==> config.mk <==
export PLATFORM = sky130hd
export DESIGN_NAME = bulk_in_sched
export DESIGN_NICKNAME = d
export VERILOG_FILES = /design/src/rtl/usb_pkg.sv /design/src/rtl/bulk_in_sched.sv
export SDC_FILE = /design/constraint.sdc
export NUM_CORES = 1
export LEC_CHECK = 0
export ABC_AREA = 1
export ABC_CLOCK_PERIOD_IN_PS = 2200
export BUFFER_PORTS_ARGS = -buffer_cell sky130_fd_sc_hd__buf_2
export CORE_MARGIN = 10
export CORE_UTILIZATION = 37
export CTS_CLUSTER_DIAMETER = 30
export CTS_CLUSTER_SIZE = 20
export DETAILED_ROUTE_END_ITERATION = 10
export SYNTH_ARGS = -nofsm -noshare
export SYNTH_HDL_FRONTEND = slang
export SYNTH_SLANG_ARGS = --single-unit
==> constraint.sdc <==
create_clock -name clock -period 2.2 [get_ports clock]
set_clock_uncertainty 0.05 [all_clocks]
set_input_delay 0.22 -clock clock [delete_from_list [all_inputs] [get_ports clock]]
set_output_delay 0.22 -clock clock [all_outputs]
set_load 0.01 [all_outputs]
==> src/rtl/usb_pkg.sv <==
// USB bulk IN scheduling constants and shared types.
// PID encodings, max-packet sizes and scheduler state enum.
package usb_pkg;

  localparam logic [3:0] PID_DATA0 = 4'b0011;
  localparam logic [3:0] PID_DATA1 = 4'b1011;
  localparam logic [3:0] PID_NAK   = 4'b1010;

  localparam logic [9:0] MPS_HS = 10'd512;
  localparam logic [9:0] MPS_FS = 10'd64;

  typedef enum logic [1:0] {
    S_IDLE,
    S_HDR,
    S_DATA,
    S_WAIT
  } sched_state_e;

  function automatic logic [3:0] data_pid(input logic tgl);
    return tgl ? PID_DATA1 : PID_DATA0;
  endfunction

endpackage

==> src/rtl/bulk_in_sched.sv <==
// Bulk IN scheduler: answers IN tokens with NAK or DATAx,
// streams one max-packet from the addressed endpoint FIFO.
module bulk_in_sched
  import usb_pkg::*;
#(
  parameter int NUM_EP  = 2,
  parameter int EP_BASE = 1
) (
  input  logic                  clock,
  input  logic                  reset_n,
  input  logic                  hs_mode_i,
  input  logic                  tok_valid_i,
  input  logic [3:0]            tok_ep_i,
  input  logic                  ack_i,
  input  logic                  timeout_i,
  input  logic [NUM_EP-1:0]     clr_toggle_i,
  input  logic [NUM_EP-1:0]     ep_has_data_i,
  output logic [NUM_EP-1:0]     ep_xfer_o,
  input  logic [NUM_EP-1:0]     ep_tvalid_i,
  input  logic [NUM_EP-1:0]     ep_tlast_i,
  input  logic [8*NUM_EP-1:0]   ep_tdata_i,
  output logic [NUM_EP-1:0]     ep_tready_o,
  output logic                  hdr_valid_o,
  input  logic                  hdr_ready_i,
  output logic [3:0]            hdr_pid_o,
  output logic                  hdr_zlp_o,
  output logic                  tx_tvalid_o,
  input  logic                  tx_tready_i,
  output logic                  tx_tlast_o,
  output logic [7:0]            tx_tdata_o
);

  localparam int SW = (NUM_EP > 1) ? $clog2(NUM_EP) : 1;

  sched_state_e      state_q;
  logic [SW-1:0]     sel_q;
  logic [9:0]        cnt_q;
  logic [9:0]        last_q;
  logic              nak_q;
  logic              zlp_hdr_q;
  logic              hdr_valid_q;
  logic [3:0]        pid_q;
  logic [NUM_EP-1:0] toggle_q;
  logic [NUM_EP-1:0] zlp_q;
  logic [NUM_EP-1:0] xfer_q;

  logic [3:0]    tok_off;
  logic          tok_hit;
  logic [SW-1:0] tok_sel;
  logic          elig;

  assign tok_off = tok_ep_i - 4'(EP_BASE);
  assign tok_hit = (tok_ep_i >= 4'(EP_BASE)) &&
                   (tok_off < 4'(NUM_EP));
  assign tok_sel = tok_off[SW-1:0];
  assign elig    = ep_has_data_i[tok_sel] | zlp_q[tok_sel];

  logic in_data;
  logic at_max;
  logic src_last;
  logic beat;

  assign in_data     = (state_q == S_DATA);
  assign at_max      = (cnt_q == last_q);
  assign src_last    = ep_tlast_i[sel_q];
  assign tx_tvalid_o = in_data & ep_tvalid_i[sel_q];
  assign tx_tlast_o  = in_data & (src_last | at_max);
  assign tx_tdata_o  = in_data ? ep_tdata_i[8*sel_q +: 8] : 8'h00;
  assign beat        = tx_tvalid_o & tx_tready_i;

  always_comb begin
    ep_tready_o = '0;
    if (in_data) ep_tready_o[sel_q] = tx_tready_i;
  end

  assign hdr_valid_o = hdr_valid_q;
  assign hdr_pid_o   = pid_q;
  assign hdr_zlp_o   = zlp_hdr_q;
  assign ep_xfer_o   = xfer_q;

  always_ff @(posedge clock or negedge reset_n) begin
    if (!reset_n) begin
      state_q     <= S_IDLE;
      sel_q       <= '0;
      cnt_q       <= '0;
      last_q      <= '0;
      nak_q       <= 1'b0;
      zlp_hdr_q   <= 1'b0;
      hdr_valid_q <= 1'b0;
      pid_q       <= '0;
      toggle_q    <= '0;
      zlp_q       <= '0;
      xfer_q      <= '0;
    end else begin
      unique case (state_q)
        S_IDLE: begin
          if (tok_valid_i && tok_hit) begin
            sel_q       <= tok_sel;
            cnt_q       <= '0;
            last_q      <= (hs_mode_i ? MPS_HS : MPS_FS) - 10'd1;
            hdr_valid_q <= 1'b1;
            nak_q       <= ~elig;
            state_q     <= S_HDR;
            if (elig) begin
              pid_q           <= data_pid(toggle_q[tok_sel]);
              zlp_hdr_q       <= zlp_q[tok_sel];
              xfer_q[tok_sel] <= 1'b1;
            end else begin
              pid_q     <= PID_NAK;
              zlp_hdr_q <= 1'b0;
            end
          end
        end
        S_HDR: begin
          if (hdr_ready_i) begin
            hdr_valid_q <= 1'b0;
            pid_q       <= '0;
            zlp_hdr_q   <= 1'b0;
            if (nak_q) begin
              state_q <= S_IDLE;
            end else if (zlp_hdr_q) begin
              // the ZLP itself terminates the transfer
              zlp_q[sel_q] <= 1'b0;
              state_q      <= S_WAIT;
            end else begin
              state_q <= S_DATA;
            end
          end
        end
        S_DATA: begin
          if (beat) begin
            cnt_q <= cnt_q + 10'd1;
            if (tx_tlast_o) begin
              zlp_q[sel_q] <= src_last & at_max;
              state_q      <= S_WAIT;
            end
          end
        end
        S_WAIT: begin
          if (ack_i) begin
            toggle_q[sel_q] <= ~toggle_q[sel_q];
            xfer_q          <= '0;
            state_q         <= S_IDLE;
          end else if (timeout_i) begin
            xfer_q  <= '0;
            state_q <= S_IDLE;
          end
        end
        default: state_q <= S_IDLE;
      endcase
      // a host-side clear overrides a same-cycle ACK flip
      for (int i = 0; i < NUM_EP; i++) begin
        if (clr_toggle_i[i]) begin
          toggle_q[i] <= 1'b0;
          zlp_q[i]    <= 1'b0;
        end
      end
    end
  end

endmodule

# [Word level (Yosys, flattened, before mapping)]
# Index checks and enable logic that the tools add are counted.
[totals] reg_bits=36 latch_bits=0 ramBits=0 romBits=0 inputBits=36 output_inout_bits=20 elab_cells=137 mem_count=0
[op_classes] add_sub_neg=3 multipliers=0 div=0 magnitude_cmp=6 eq_ne=20 n_shift=1 mux=59 bitwise_logic=12 reduce_logical=23
[op_table] operator="2-bit 2-to-1 mux" n=17
[op_table] operator="10-bit 2-to-1 mux" n=3
[op_table] operator="3-bit != test, second input constant" n=9
[op_table] operator="1-bit 2-to-1 mux" n=23
[op_table] operator="10-bit one-hot mux with 2 select lines" n=1
[op_table] operator="4-bit 2-to-1 mux" n=4
[op_table] operator="16-bit by 5-bit indexed part select with 8-bit output" n=1
[op_table] operator="2-bit nonzero test" n=7
[op_table] operator="6-bit AND reduction" n=2
[op_table] operator="10-bit by 1-bit adder with 10-bit output, second input constant" n=1
[op_table] operator="10-bit == test" n=1
[op_table] operator="10-bit by 1-bit subtractor with 10-bit output, second input constant" n=1
[op_table] operator="8-bit 2-to-1 mux" n=1
[op_table] operator="2-bit != test, second input constant" n=4
[op_table] operator="2-bit one-hot mux with 2 select lines" n=2
[op_table] operator="2-bit one-hot mux with 4 select lines" n=1
[op_table] operator="4-bit one-hot mux with 2 select lines" n=1
[op_table] operator="3-bit by 2-bit != test with 1-bit output, second input constant" n=2
[op_table] operator="2-bit AND reduction" n=3
[op_table] operator="3-bit AND reduction" n=2
[op_table] operator="3-bit nonzero test" n=2
[op_table] operator="5-bit AND reduction" n=1
[op_table] operator="1-bit AND" n=4
[op_table] operator="2-bit AND" n=2
[op_table] operator="other kinds (18)" n=29

# [Logic depth before layout (Yosys ltp)]
[depth] word_depth=11 depth_mapped=13 ltp_nobuf=12

# [Worst setup path after synthesis]
# OpenSTA, ideal clock, no wires.
[synth_path] kind="input -> register" from="input port tok_ep_i[0]" to="register cnt_q[0]" setup_ns=0.128 arrival_time_ns=1.355 required_ns=2.022 setup_slack_ns=0.668 cell_stages=13 n_path_buf=2 cell_sequence="buf_4 inv_1 ha_1 nand2_1 inv_1 nand2_1 nor2_1 nand2_1 inv_1 nand2_2 buf_4 nand3_1 o21ai_0"
[synth_between] elab_chain_len=6 elab_cells_between_ends=7 cone_classes="1 x add/sub; 2 x order compare; 1 x eq/ne; 3 x reduce/logical"
[synth_rtl] element="start, declared" line_no="bulk_in_sched.sv:13" rtl="input logic [3:0] tok_ep_i,"
[synth_rtl] element="4-bit by 1-bit subtractor with 4-bit output" line_no="bulk_in_sched.sv:52" rtl="assign tok_off = tok_ep_i - 4'(EP_BASE);"
[synth_rtl] element="named net tok_off[0]" line_no="bulk_in_sched.sv:47" rtl="logic [3:0] tok_off;"
[synth_rtl] element="4-bit by 2-bit less-than comparator with 1-bit output" line_no="bulk_in_sched.sv:54" rtl="(tok_off < 4'(NUM_EP));"
[synth_rtl] element="1-bit logical AND" line_no="bulk_in_sched.sv:53" rtl="assign tok_hit = (tok_ep_i >= 4'(EP_BASE)) &&"
[synth_rtl] element="1-bit logical AND" line_no="bulk_in_sched.sv:97" rtl="if (tok_valid_i && tok_hit) begin"
[synth_rtl] element="2-bit != test (no source line)"
[synth_rtl] element="3-bit AND reduction (no source line)"
[synth_rtl] element="end signal, assigned" line_no="bulk_in_sched.sv:132" rtl="cnt_q <= cnt_q + 10'd1;"
[synth_rtl] element="end, declared" line_no="bulk_in_sched.sv:37" rtl="logic [9:0] cnt_q;"
# The timed path passes the listed nets, and every way through them passes these cells.
# A chain may end at the register's enable or synchronous reset.

==> flow_metrics.tcl <==
set metrics [dict create \
    status "finished, final reports clean" \
    net_count_after_synthesis 283 \
    chipWidth_um 87.49 \
    clock_transition_at_the_registers_of_the_reported_paths_ns 0.09 \
    min_path_cells 3 \
    seq_area_frac_synth_pct 38.60 \
    routedWlPerCell_um 12.51 \
    required_ns 1.93 \
    cts.path.max_buffers 2 \
    worst_hold_path_type "primary input to flop" \
    crit_path_max_fanout 10 \
    crit_path_end_kind "primary output" \
    yosys_warnings 0 \
    drt-vias-per-instance 4.671 \
    cts.htree.levels 1 \
    io_buffers 54 \
    power_leakage_nw 1.139 \
    postCtsSetupBuffers 0 \
    final.fill_count 471 \
    gr-total-overflow 0 \
    drcViolationCount 0 \
    criticalPathCategory "flop to primary output" \
    num_ports 56 \
    starting_density_of_the_core_pct 38.44 \
    achievable-frequency_ghz 0.5193 \
    mappedNetlistArea_um2 1685 \
    antenna_violating_nets_post_route 0 \
    max_slew.worst_pin.slew_ns 0.5941 \
    multiInputGateArea_um2 860.8 \
    post_route_setup_tns_ns 0 \
    drt_pre_antenna_iters 4 \
    maxSlewHeadroom_pct 60.39 \
    rows 24 \
    worstPathArrival_ns 1.66 \
    tritoncts_clock_tree "built" \
    layout-drive-gt1-share_pct 24.50 \
    clock_tree.root_cell "sky130_fd_sc_hd__clkbuf_8" \
    core_region_area_um2 4384 \
    postSynthCellCount 245 \
    cellPowerDensity_nw_per_um2 873.1 \
    final_min_period_over_clock_period_pct 87.54 \
    detail_route.iter0.violations 32 \
    setup.worst_path.start_class "flop" \
    clock_latency_ns 0.27 \
    die_height_um 87.49 \
    area_delta_synth_final_pct 21.68 \
    count_of_final_hold_check_violations 0 \
    fin_util_pct 46.78 \
    drv.max_cap_violation_count 0 \
    clock_sink_count 26 \
    seq_area_um2 650.6 \
    vdd_ir_drop_max_uv 421.6 \
    vias 1635 \
    unrepaired_setup_endpoints_after_global_routing "false" \
    mostFrequentLayoutCell "sky130_fd_sc_hd__nand2_1" \
    gr-usage-all-layers_pct 11.67 \
    ys_ff_latch 26 \
    yosysUniqueCellTypes 34 \
    detailed_place_hpwl_mm 3.519 \
    final_net_count 337 \
    grt_pass1_vias 1630 \
    number_of_antenna_violations_at_the_first_check_in_global_routing 0 \
    worst-r2r-cell-count 11 \
    num_antenna_cells 0 \
    slew_viol_final 0 \
    gp_routability_congestion 0.7901 \
    finalSetupViolCount 0 \
    routed_wire_length_mm 4.380 \
    synthesized_area_per_cell_um2 6.879 \
    place_inst 345 \
    most_frequent_cells_in_the_layout "sky130_fd_sc_hd__nand2_1, sky130_fd_sc_hd__buf_2, sky130_fd_sc_hd__nor2_1, sky130_fd_sc_hd__inv_1, sky130_fd_sc_hd__dfrtp_1" \
    numCtsBuffers 3 \
    finish.cell_count_without_fillers 350 \
    post-route-min-period_ns 1.926 \
    grt_start_max_net_pins 27 \
    grt_first_pass_wirelength_mm 7.465 \
    fp.dieArea_um2 7655 \
]
==> cell usage after synthesis <==
library cell,count,share of area [%]
sky130_fd_sc_hd__a211oi_1,1,0.45
sky130_fd_sc_hd__a21oi_1,22,6.5
sky130_fd_sc_hd__a21oi_2,1,0.52
sky130_fd_sc_hd__a31oi_1,1,0.37
sky130_fd_sc_hd__and3_4,1,0.67
sky130_fd_sc_hd__buf_2,1,0.30
sky130_fd_sc_hd__buf_4,4,1.8
sky130_fd_sc_hd__clkbuf_1,2,0.45
sky130_fd_sc_hd__clkinv_1,1,0.22
sky130_fd_sc_hd__conb_1,1,0.22
sky130_fd_sc_hd__dfrtp_1,26,39
sky130_fd_sc_hd__ha_1,2,1.5
sky130_fd_sc_hd__inv_1,27,6.0
sky130_fd_sc_hd__inv_2,3,0.67
sky130_fd_sc_hd__inv_4,1,0.37
sky130_fd_sc_hd__inv_6,1,0.52
sky130_fd_sc_hd__nand2_1,71,16
sky130_fd_sc_hd__nand2_2,1,0.37
sky130_fd_sc_hd__nand2_4,2,1.3
sky130_fd_sc_hd__nand3_1,16,4.8
sky130_fd_sc_hd__nand3b_1,1,0.45
sky130_fd_sc_hd__nand4_1,4,1.5
sky130_fd_sc_hd__nor2_1,29,6.5
sky130_fd_sc_hd__nor2_2,1,0.37
sky130_fd_sc_hd__nor2_8,1,1.2
sky130_fd_sc_hd__nor3_1,4,1.2
sky130_fd_sc_hd__nor3_2,1,0.59
sky130_fd_sc_hd__nor3b_1,1,0.45
sky130_fd_sc_hd__o21ai_0,12,3.6
sky130_fd_sc_hd__o21ai_1,1,0.30
sky130_fd_sc_hd__o21ai_2,1,0.52
sky130_fd_sc_hd__o31ai_1,1,0.45
sky130_fd_sc_hd__xnor2_1,2,1.0
sky130_fd_sc_hd__xor2_1,1,0.52
==> timing repair <==
action	in CTS	in global routing
resized for setup	0	0
hold buffers	1	0
endpoints found under the hold margin	26	0
setup endpoints to repair	0	0
==> registers in the layout (all words and copies together) (netlist names), named ones only <==
signal,count
state_q,1
nak_q,1
cnt_q,10
last_q,2
zlp_q,2
hdr_pid_o,3
sel_q,1
ep_xfer_o,2
toggle_q,2
hdr_zlp_o,1
==> kinds of logic after synthesis <==
family,count (synthesis),share of synthesized area (%)
flip-flops,26,38.60
buffers and inverters,40,10.32
other,1,0.2225
adder cells (fa/ha/maj),2,1.485
AND/OR/NAND/NOR,133,35.12
AO/OA/AOI/OAI,40,12.70
XOR/XNOR,3,1.559
==> critical path: stages (launching register included) <==
cell and delay (ns):
sky130_fd_sc_hd__dfrtp_1 0.47, sky130_fd_sc_hd__inv_2 0.11, sky130_fd_sc_hd__nor2_8 0.18, sky130_fd_sc_hd__clkinv_1 0.27
sky130_fd_sc_hd__a21oi_1 0.19, sky130_fd_sc_hd__buf_2 0.16
==> stage by stage <==
step	hold WS [ns]	worst slack (ns)	area, um^2	total power, mW
finish	0.09555	0.2742	2051	1.791
global route	0.1030	0.08195	2051	1.961
CTS	0.09424	0.2372	2051	1.817
detailed placement	0.2083	0.2935	1986	1.502
global placement	0.2142	0.3764	1986	1.499
floorplan	-0.1256	0.6675	1685	1.254
==> routing by layer <==
metal | global-route usage, % | routed length, um
met5 | 0 | 0
met4 | 1.304 | 20
met3 | 3.558 | 150
met2 | 20.37 | 2320
met1 | 14.03 | 1887
==> power by group <==
group / leakage, nW / switching, mW / internal [mW]
combinational: 0.767 / 0.477 / 0.278
clock: 0.0288 / 0.152 / 0.160
sequential: 0.343 / 0.129 / 0.595
==> layout make-up <==
class	count	share of cell area [%]
clock buffer	4	2.685
inverter	33	6.406
multi-input combinational	179	41.98
sequential	26	31.73
tap	52	3.173
timing repair buffer	56	14.03
==> worst paths after layout <==
check | from | end | slack (ns)
hold reg to reg | last_q[5] | last_q[5] | 0.45
setup reg to reg | sel_q | cnt_q[8] | 0.46
setup / recovery | flop | tx_tdata_o[3] | 0.27
max in group asynchronous | reset_n | hdr_pid_o[3] | 1.28
min in group asynchronous | reset_n | cnt_q[7] | 0.43
hold / removal | hs_mode_i | last_q[8] | 0.1
Note: power is estimated with default switching activity, not from simulation.
